**config.mk**
```make
export PLATFORM = sky130hd
export DESIGN_NAME = iob_initiator
export DESIGN_NICKNAME = d
export VERILOG_FILES = /design/src/rtl/iob_initiator_pkg.sv /design/src/rtl/iob_sync2.sv /design/src/rtl/iob_initiator.sv
export SDC_FILE = /design/constraint.sdc
export NUM_CORES = 1
export LEC_CHECK = 0
export CAP_MARGIN = 30
export CORE_AREA = 8 8 116 107
export DETAILED_ROUTE_END_ITERATION = 6
export DIE_AREA = 0 0 124 115
export GPL_ROUTABILITY_DRIVEN = 0
export PLACE_DENSITY_LB_ADDON = 0.15
export RECOVER_POWER = 100
export SYNTH_ARGS = -nofsm -noshare
export SYNTH_HDL_FRONTEND = slang
export SYNTH_HIERARCHICAL = 1
export SYNTH_SLANG_ARGS = --single-unit
```
**constraint.sdc**
```tcl
create_clock -name clk -period 2.1 [get_ports clk]
set_clock_uncertainty 0.2 [all_clocks]
set_input_delay 0.315 -clock clk [delete_from_list [all_inputs] [get_ports clk]]
set_output_delay 0.315 -clock clk [all_outputs]
set_load 0.005 [all_outputs]
```
**src/rtl/iob_initiator_pkg.sv**
```systemverilog
// Shared types and timing defaults for the IO-bus initiator.
// Holds op encodings, the FSM state enum and strobe timing constants.
package iob_initiator_pkg;

  typedef enum logic [1:0] {
    OP_CONO  = 2'd0,
    OP_DATAO = 2'd1,
    OP_CONI  = 2'd2,
    OP_DATAI = 2'd3
  } op_e;

  typedef enum logic [2:0] {
    ST_IDLE,
    ST_CLR,
    ST_GAP,
    ST_SET,
    ST_HOLD,
    ST_READ,
    ST_RESP,
    ST_RST
  } state_e;

  localparam int unsigned T_CLR_DEF  = 4;
  localparam int unsigned T_GAP_DEF  = 2;
  localparam int unsigned T_SET_DEF  = 4;
  localparam int unsigned T_READ_DEF = 8;
  localparam int unsigned T_RST_DEF  = 16;

  function automatic logic is_write(op_e op);
    return (op == OP_CONO) || (op == OP_DATAO);
  endfunction

  // Counter load for a state lasting n cycles; it runs n-1 .. 0.
  function automatic logic [7:0] cnt_ld(int unsigned n);
    return 8'(n - 1);
  endfunction

endpackage

```
**src/rtl/iob_sync2.sv**
```systemverilog
// Two-flop synchronizer for asynchronous inputs.
// Ports: clk, reset (sync, active-high), d_i async in, q_o synced out.
module iob_sync2 #(
  parameter int unsigned W = 7
) (
  input  logic         clk,
  input  logic         reset,
  input  logic [W-1:0] d_i,
  output logic [W-1:0] q_o
);

  logic [W-1:0] s1_q;
  logic [W-1:0] s2_q;

  always_ff @(posedge clk) begin
    if (reset) begin
      s1_q <= '0;
      s2_q <= '0;
    end else begin
      s1_q <= d_i;
      s2_q <= s1_q;
    end
  end

  assign q_o = s2_q;

endmodule

```
**src/rtl/iob_initiator.sv**
```systemverilog
// IO-bus initiator: turns CONO/DATAO/CONI/DATAI commands into timed
// bus strobes, issues IO-bus resets and synchronizes PI requests.
// Ports: cmd_* handshake in, rsp_* read result out, iobus_* bus side,
// bus_reset_req, pi_req synced PI lines; clk, reset (sync, active-high).
module iob_initiator
  import iob_initiator_pkg::*;
#(
  parameter int unsigned T_CLR  = T_CLR_DEF,
  parameter int unsigned T_GAP  = T_GAP_DEF,
  parameter int unsigned T_SET  = T_SET_DEF,
  parameter int unsigned T_READ = T_READ_DEF,
  parameter int unsigned T_RST  = T_RST_DEF
) (
  input  logic        clk,
  input  logic        reset,
  input  logic        cmd_valid,
  output logic        cmd_ready,
  input  logic [1:0]  cmd_op,
  input  logic [6:0]  cmd_dev,
  input  logic [35:0] cmd_data,
  output logic        rsp_valid,
  output logic [35:0] rsp_data,
  input  logic        bus_reset_req,
  output logic        iobus_iob_poweron,
  output logic        iobus_iob_reset,
  output logic        iobus_datao_clear,
  output logic        iobus_datao_set,
  output logic        iobus_cono_clear,
  output logic        iobus_cono_set,
  output logic        iobus_iob_fm_datai,
  output logic        iobus_iob_fm_status,
  output logic [6:0]  iobus_ios,
  output logic [35:0] iobus_iob_in,
  input  logic [35:0] iobus_iob_out,
  input  logic [6:0]  iobus_pi_req,
  output logic [6:0]  pi_req
);

  state_e      state_q, state_d;
  logic [7:0]  cnt_q, cnt_d;
  op_e         op_q, op_d;
  logic [6:0]  dev_q, dev_d;
  logic [35:0] data_q, data_d;
  logic [35:0] rsp_data_q, rsp_data_d;
  logic        poweron_q;
  logic        last;
  logic        busy;
  logic        wr_phase;

  iob_sync2 #(.W(7)) u_pi_sync (
    .clk   (clk),
    .reset (reset),
    .d_i   (iobus_pi_req),
    .q_o   (pi_req)
  );

  always_ff @(posedge clk) begin
    if (reset) begin
      state_q    <= ST_IDLE;
      cnt_q      <= '0;
      op_q       <= OP_CONO;
      dev_q      <= '0;
      data_q     <= '0;
      rsp_data_q <= '0;
      poweron_q  <= 1'b0;
    end else begin
      state_q    <= state_d;
      cnt_q      <= cnt_d;
      op_q       <= op_d;
      dev_q      <= dev_d;
      data_q     <= data_d;
      rsp_data_q <= rsp_data_d;
      poweron_q  <= 1'b1;
    end
  end

  assign last = (cnt_q == 8'd0);

  always_comb begin
    state_d    = state_q;
    cnt_d      = cnt_q - 8'd1;
    op_d       = op_q;
    dev_d      = dev_q;
    data_d     = data_q;
    rsp_data_d = rsp_data_q;
    unique case (state_q)
      ST_IDLE: begin
        cnt_d = '0;
        // Bus reset wins over a command offered in the same cycle.
        if (bus_reset_req) begin
          state_d = ST_RST;
          cnt_d   = cnt_ld(T_RST);
        end else if (cmd_valid) begin
          op_d   = op_e'(cmd_op);
          dev_d  = cmd_dev;
          data_d = cmd_data;
          if (is_write(op_e'(cmd_op))) begin
            state_d = ST_CLR;
            cnt_d   = cnt_ld(T_CLR);
          end else begin
            state_d = ST_READ;
            cnt_d   = cnt_ld(T_READ);
          end
        end
      end
      ST_CLR: begin
        if (last) begin
          state_d = ST_GAP;
          cnt_d   = cnt_ld(T_GAP);
        end
      end
      ST_GAP: begin
        if (last) begin
          state_d = ST_SET;
          cnt_d   = cnt_ld(T_SET);
        end
      end
      ST_SET: begin
        if (last) begin
          state_d = ST_HOLD;
          cnt_d   = '0;
        end
      end
      ST_HOLD: begin
        state_d = ST_IDLE;
        cnt_d   = '0;
      end
      ST_READ: begin
        if (last) begin
          rsp_data_d = iobus_iob_out;
          state_d    = ST_RESP;
          cnt_d      = '0;
        end
      end
      ST_RESP: begin
        state_d = ST_IDLE;
        cnt_d   = '0;
      end
      ST_RST: begin
        if (last) begin
          state_d = ST_IDLE;
          cnt_d   = '0;
        end
      end
      default: begin
        state_d = ST_IDLE;
        cnt_d   = '0;
      end
    endcase
  end

  assign busy = (state_q != ST_IDLE) && (state_q != ST_RST);
  assign wr_phase = (state_q == ST_CLR) || (state_q == ST_GAP)
                 || (state_q == ST_SET) || (state_q == ST_HOLD);

  assign cmd_ready = (state_q == ST_IDLE) && !bus_reset_req && !reset;

  assign rsp_valid = (state_q == ST_RESP);
  assign rsp_data  = rsp_data_q;

  assign iobus_iob_poweron   = poweron_q;
  assign iobus_iob_reset     = (state_q == ST_RST);
  assign iobus_cono_clear    = (state_q == ST_CLR) && (op_q == OP_CONO);
  assign iobus_datao_clear   = (state_q == ST_CLR) && (op_q == OP_DATAO);
  assign iobus_cono_set      = (state_q == ST_SET) && (op_q == OP_CONO);
  assign iobus_datao_set     = (state_q == ST_SET) && (op_q == OP_DATAO);
  assign iobus_iob_fm_status = (state_q == ST_READ) && (op_q == OP_CONI);
  assign iobus_iob_fm_datai  = (state_q == ST_READ) && (op_q == OP_DATAI);

  assign iobus_ios    = busy ? dev_q : 7'd0;
  assign iobus_iob_in = wr_phase ? data_q : 36'd0;

endmodule

```
== After elaboration in Yosys (flattened, before gate mapping) ==
Cells that the tools add are included.

* Register bits: 107
* Input port bits: 92
* Output and inout bits: 96
* Word-level logic and storage cells: 73

* $add $sub $neg: 1
* Equal/unequal tests: 18
* Multiplexer cells: 19
* Bitwise operators: 1
* Reduce and logical (&&, ||, !) cells: 25

{| class="wikitable"
|+ Operators by type and width
! operator !! count
|-
| 8-bit one-hot mux with 5 select lines || 1
|-
| 36-bit 2-to-1 mux || 1
|-
| 3-bit 2-to-1 mux || 10
|-
| 8-bit 2-to-1 mux || 3
|-
| 3-bit one-hot mux with 7 select lines || 1
|-
| 3-bit equality test (second input constant) || 4
|-
| 1-bit logical AND || 9
|-
| 8-bit zero test || 1
|-
| 2-bit inequality test (second input constant) || 4
|-
| 8-bit by 1-bit subtractor with 8-bit output (second input constant) || 1
|-
| 7-bit 2-to-1 mux || 1
|-
| 3-bit by 2-bit equality test with 1-bit output (second input constant) || 2
|-
| 3-bit inequality test (second input constant) || 2
|-
| 6-bit AND reduction || 1
|-
| 2-bit by 1-bit equality test with 1-bit output (second input constant) || 2
|-
| 2-bit equality test (second input constant) || 2
|-
| 2-bit zero test || 2
|-
| 1-bit logical OR || 4
|-
| 4-bit 2-to-1 mux || 1
|-
| 3-bit by 1-bit equality test with 1-bit output (second input constant) || 1
|-
| 3-bit zero test || 1
|-
| 3-bit AND reduction || 1
|-
| 3-bit nonzero test || 1
|-
| 3-bit OR reduction || 1
|-
| 6 further kinds || 7
|}

== Longest topological paths before layout ==
* Word-level depth: 6
* Gate-level depth with buffers: 8
* Gate-level depth less buffers: 6

== Cells and area by module ==
Netlist, hierarchy kept.

{| class="wikitable"
|+ Modules (own cells, without submodules)
! module !! times used !! cells each !! area an instance (µm²) !! sequential area each (µm²)
|-
| iob_initiator || 1 || 493 || 3854.9 || 1861.8
|-
| iob_sync2 || 1 || 29 || 407.9 || 280.3
|}

== Worst setup path after synthesis ==
No wires, ideal clock.

* Path type: reg-to-reg
* Start point: register cnt_q[0]
* End point: register cnt_q[3]
* Setup time: 0.128 ns
* Arrival time: 1.497 ns
* Data required time: 1.772 ns
* Path slack: 0.276 ns
* Stages on the path, launching flop included: 8
* Buffers on the path: 1
* Period minus slack after synthesis: 1.824 ns
* Cell sequence: dfxtp_1 inv_1 ha_1 or3b_2 clkbuf_1 o22ai_2 a2bb2oi_1 nor2_1

* Cells in the longest elaborated chain, start to end: 3
* Elaborated cells on any way between the ends: 6
* Classes of those cells: add/sub (1); mux (4); reduce/logical (1)

{| class="wikitable"
|+ Ends and longest elaborated chain
! element !! RTL line !! text
|-
| start, declared || iob_initiator.sv:40 || <nowiki>logic [7:0] cnt_q, cnt_d;</nowiki>
|-
| start signal, assigned || iob_initiator.sv:68 || <nowiki>cnt_q <= cnt_d;</nowiki>
|-
| 8-bit by 1-bit subtractor with 8-bit output / 8-bit zero test (equally long branches) || iob_initiator.sv:81, iob_initiator.sv:77 ||
|-
| 8-bit 2-to-1 mux (on tied branches) || -- ||
|-
| 8-bit one-hot mux with 5 select lines (*) || iob_initiator.sv:86 || <nowiki>unique case (state_q)</nowiki>
|}

Mark *: on every way between the ends. The rest lies on a longest branch, timed or not.
A chain may end at the register's enable or synchronous reset.

== Final worst setup path ==
* Start point: register state_q[0]
* End point: output port iobus_iob_in[2]

* Cells in the longest elaborated chain, start to end: 5
* Elaborated cells on any way between the ends: 8
* Classes of those cells: eq/ne (4); mux (1); reduce/logical (3)

{| class="wikitable"
|+ Ends and longest elaborated chain
! element !! RTL line !! text
|-
| start, declared || iob_initiator.sv:39 || <nowiki>state_e state_q, state_d;</nowiki>
|-
| start signal, assigned || iob_initiator.sv:67 || <nowiki>state_q <= state_d;</nowiki>
|-
| 3-bit by 1-bit equality test with 1-bit output / 3-bit by 2-bit equality test with 1-bit output (equally long branches) || iob_initiator.sv:153 || <nowiki>assign wr_phase = (state_q == ST_CLR) || (state_q == ST_GAP)</nowiki>
|-
| 1-bit logical OR || iob_initiator.sv:153 ||
|-
| 1-bit logical OR || iob_initiator.sv:154 || <nowiki>|| (state_q == ST_SET) || (state_q == ST_HOLD);</nowiki>
|-
| 1-bit logical OR (*) || iob_initiator.sv:154 ||
|-
| 36-bit 2-to-1 mux (*) || iob_initiator.sv:171 || <nowiki>assign iobus_iob_in = wr_phase ? data_q : 36'd0;</nowiki>
|-
| end, declared || iob_initiator.sv:33 || <nowiki>output logic [35:0] iobus_iob_in,</nowiki>
|}

Marks and branches as above.

==> out/results.ini <==
[grt]
antenna_found_initial=0
use_met2_pct=30.78
grt_max_degree=102
gr-total-overflow=0
gr-usage-all-layers_pct=18.58
grtUsageMet3_pct=6.186
met1_usage_pct=22.12
grt_busiest_layer=met2
grt_pass1_wl_um=21270
grt_pass1_vias=4170

[logic_synthesis]
syn_area_per_cell_um2=8.166
synth_top_area_share_pct=50.25
synth_top_family_by_area=simple AND/OR/NAND/NOR gates
ys_ff_latch=107
synth_warnings=6
yosysSeqAreaShare_pct=50.25
netlist_area_um2=4263
synth_compound_area_share_pct=12.59
synth-simple-area-share_pct=30.35
synth_ff_type=dfxtp_1
yosys.area_share.adder_pct=0.5870
synth_area_leader_cell=dfxtp_1
synthMuxAreaShare_pct=0
yosysUniqueCellTypes=44
yosys-top-cells-area=dfxtp_1, nand2_1, a21oi_1
syn_nets=616
async_flop_share_pct=0
synth_xor_area_share_pct=1.438
synth_edf_count=0
netlist_instances=522

[cts]
h-tree-depth=3
tritoncts=done
cts-root-buf=clkbuf_16
clockBufferDepth=2
cts.clk_slew.worst_paths_ns=0.07
cts.sinks=107
clk_latency_ns=0.34
numCtsBuffers=9

[final_layout]
seqCellArea_um2=2153
fillers=893
multi_input_area_um2=2044
fin_cells=862
fin_nets=818
layout-drive-gt1-share_pct=22.50
finish.utilization_pct=67.65
final_common_cell=nand2_1
area_delta_synth_final_pct=67.27
antenna_cells=0
layout_common_cells=nand2_1, dfxtp_1, clkdlybuf4s50_1

[timing]
tightest_slew_ns=1.203
hold_viol_final=0
setup_viol=27
max_slew_margin_pct=19.81
setup_ws_ns=-0.1134
rsz0062_at_grt=yes
post-route-min-period_ns=2.213
fin_hold_ws_ns=0.2360
max_freq_ghz=0.4518
drv_slew=0
finalCritPeriodShare_pct=105.4

[run_status]
status=finished with violations
violations=setup timing

[hold_path]
worstHoldEndpoint=u_pi_sync/q_o[1]
hp-start=u_pi_sync/s1_q[1]
hp-class=reg -> reg
holdPathStages=1

[drt]
vias=4202
route.detailed.drc=0
routed_via_density=4.875
wl_per_cell_um=16.97
drt_pass1_iterations=4
drt-total-wl_um=14630
drtIter0Drc=237
postRouteAntennaNets=0

[setup_path]
worst_setup_path_end_kind=output port
crit_chain=o21a_1 > nor2_4 > buf_8 > buf_16 > buf_6 > and2_4 > buf_6
slowest_stage=dfxtp_4
r2r-end=dev_q[6]
r2r_cells=8
cp.arrival_ns=1.70
crit_path_start_kind=flop
max_stage_delay_ns=0.37
crit_type=reg -> out
cp_common_cell=buf_6
required_ns=1.58
critical_path_peak_fanout=4
reg2reg_slack_ns=-0.01
reg2reg_from=state_q[2]

[placed_design]
preCtsSetupSlack_ns=-0.1126
dp.final_hpwl_um=9101
dp.cells=822
io_buffers=187

[die]
start_util_pct=40.44
die_h_um=115
num_rows=36
coreArea_um2=10540
die-area_um2=14260
fp.dieW_um=124
ios=188

[pwr]
p_leak_nw=2.965
power_density_nw_per_um2=1032
irDropWorstVdd_v=0.0005097

[flow_run]
cap_viol_max_count=0

[logic make-up (layout without fill, tap and decap cells)]
group,Yosys count,after routing
flops,107,107
compound gates,98,98
buf+inv,40,247
simple gates,268,268
fa+ha+maj,2,2
xor+xnor,7,7
[stage by stage]
step	power (W)	TNS (ns)	instance area [µm²]
6_report	0.007360	-1.094	7131
5_1_grt	0.007728	-4.835	7131
4_1_cts	0.007251	-4.589	6910
3_5_place_dp	0.004409	-0.8871	6289
3_3_place_gp	0.004364	-0.3678	6289
2_1_floorplan	0.003568	0	4263
[metal layers]
metal,wire (µm),share of wire [%]
met3,1327,9.1
met4,251,1.7
met2,7227,49
met1,5824,40
met5,0,0
[power breakdown]
| part | switching (W) | internal [W] |
|---|---|---|
| logic | 0.00141 | 0.00180 |
| registers | 0.000171 | 0.00225 |
| clock network | 0.000785 | 0.000943 |
[Yosys cell counts (5+ instances only)]
master    instances
o21ai_0           5
nor2b_2          10
and2_1           43
a21oi_1          81
buf_6             5
nor2_1           14
nor3_1            5
nand2_1         166
dfxtp_1         107
inv_1             5
xnor2_1           5
clkbuf_1         24
[layout make-up]
type | instances | area share, %
Sequential cell | 107 | 30.20
Tap cell | 133 | 2.334
Timing Repair Buffer | 226 | 34.22
Inverter | 5 | 0.2983
Clock buffer | 9 | 3.158
Clock inverter | 7 | 1.123
Multi-Input combinational cell | 375 | 28.67
[worst max path at each step]
stage,startpoint,to,slack (ns),cells after the start
floorplan,cnt_q[0],cnt_q[3],0.28,7
global placement,state_q[0],iobus_ios[4],-0.08,4
detailed placement,state_q[0],iobus_ios[4],-0.11,4
CTS,state_q[0],iobus_ios[3],-0.22,4
global route,state_q[0],iobus_iob_in[2],-0.18,7
finish,state_q[0],iobus_iob_in[2],-0.11,7
[worst max-delay path: cells and delay by family, from the launching register on]
| kind | cells | cell delay, ns |
|---|---|---|
| AOI/OAI and AO/OA | 1 | 0.21 |
| buffers and inverters | 4 | 0.48 |
| DFF | 1 | 0.37 |
| and+or+nand+nor | 2 | 0.31 |
[state kept, by name, indices dropped and copies added, names as in the netlist]
signal             cells
state_q                3
data_q                36
op_q                   2
iobus_iob_poweron      1
cnt_q                  8
u_pi_sync/s1_q         7
dev_q                  7
u_pi_sync/q_o          7
rsp_data              36
[repair_timing]
action,CTS,global route
endpoints found under the setup margin,51,95
gates resized for setup,224,62
buffers inserted,12,6
gates cloned,6,4
pin swaps,15,24
hold buffers,0,0
Note: power is estimated with default switching activity, not from simulation.
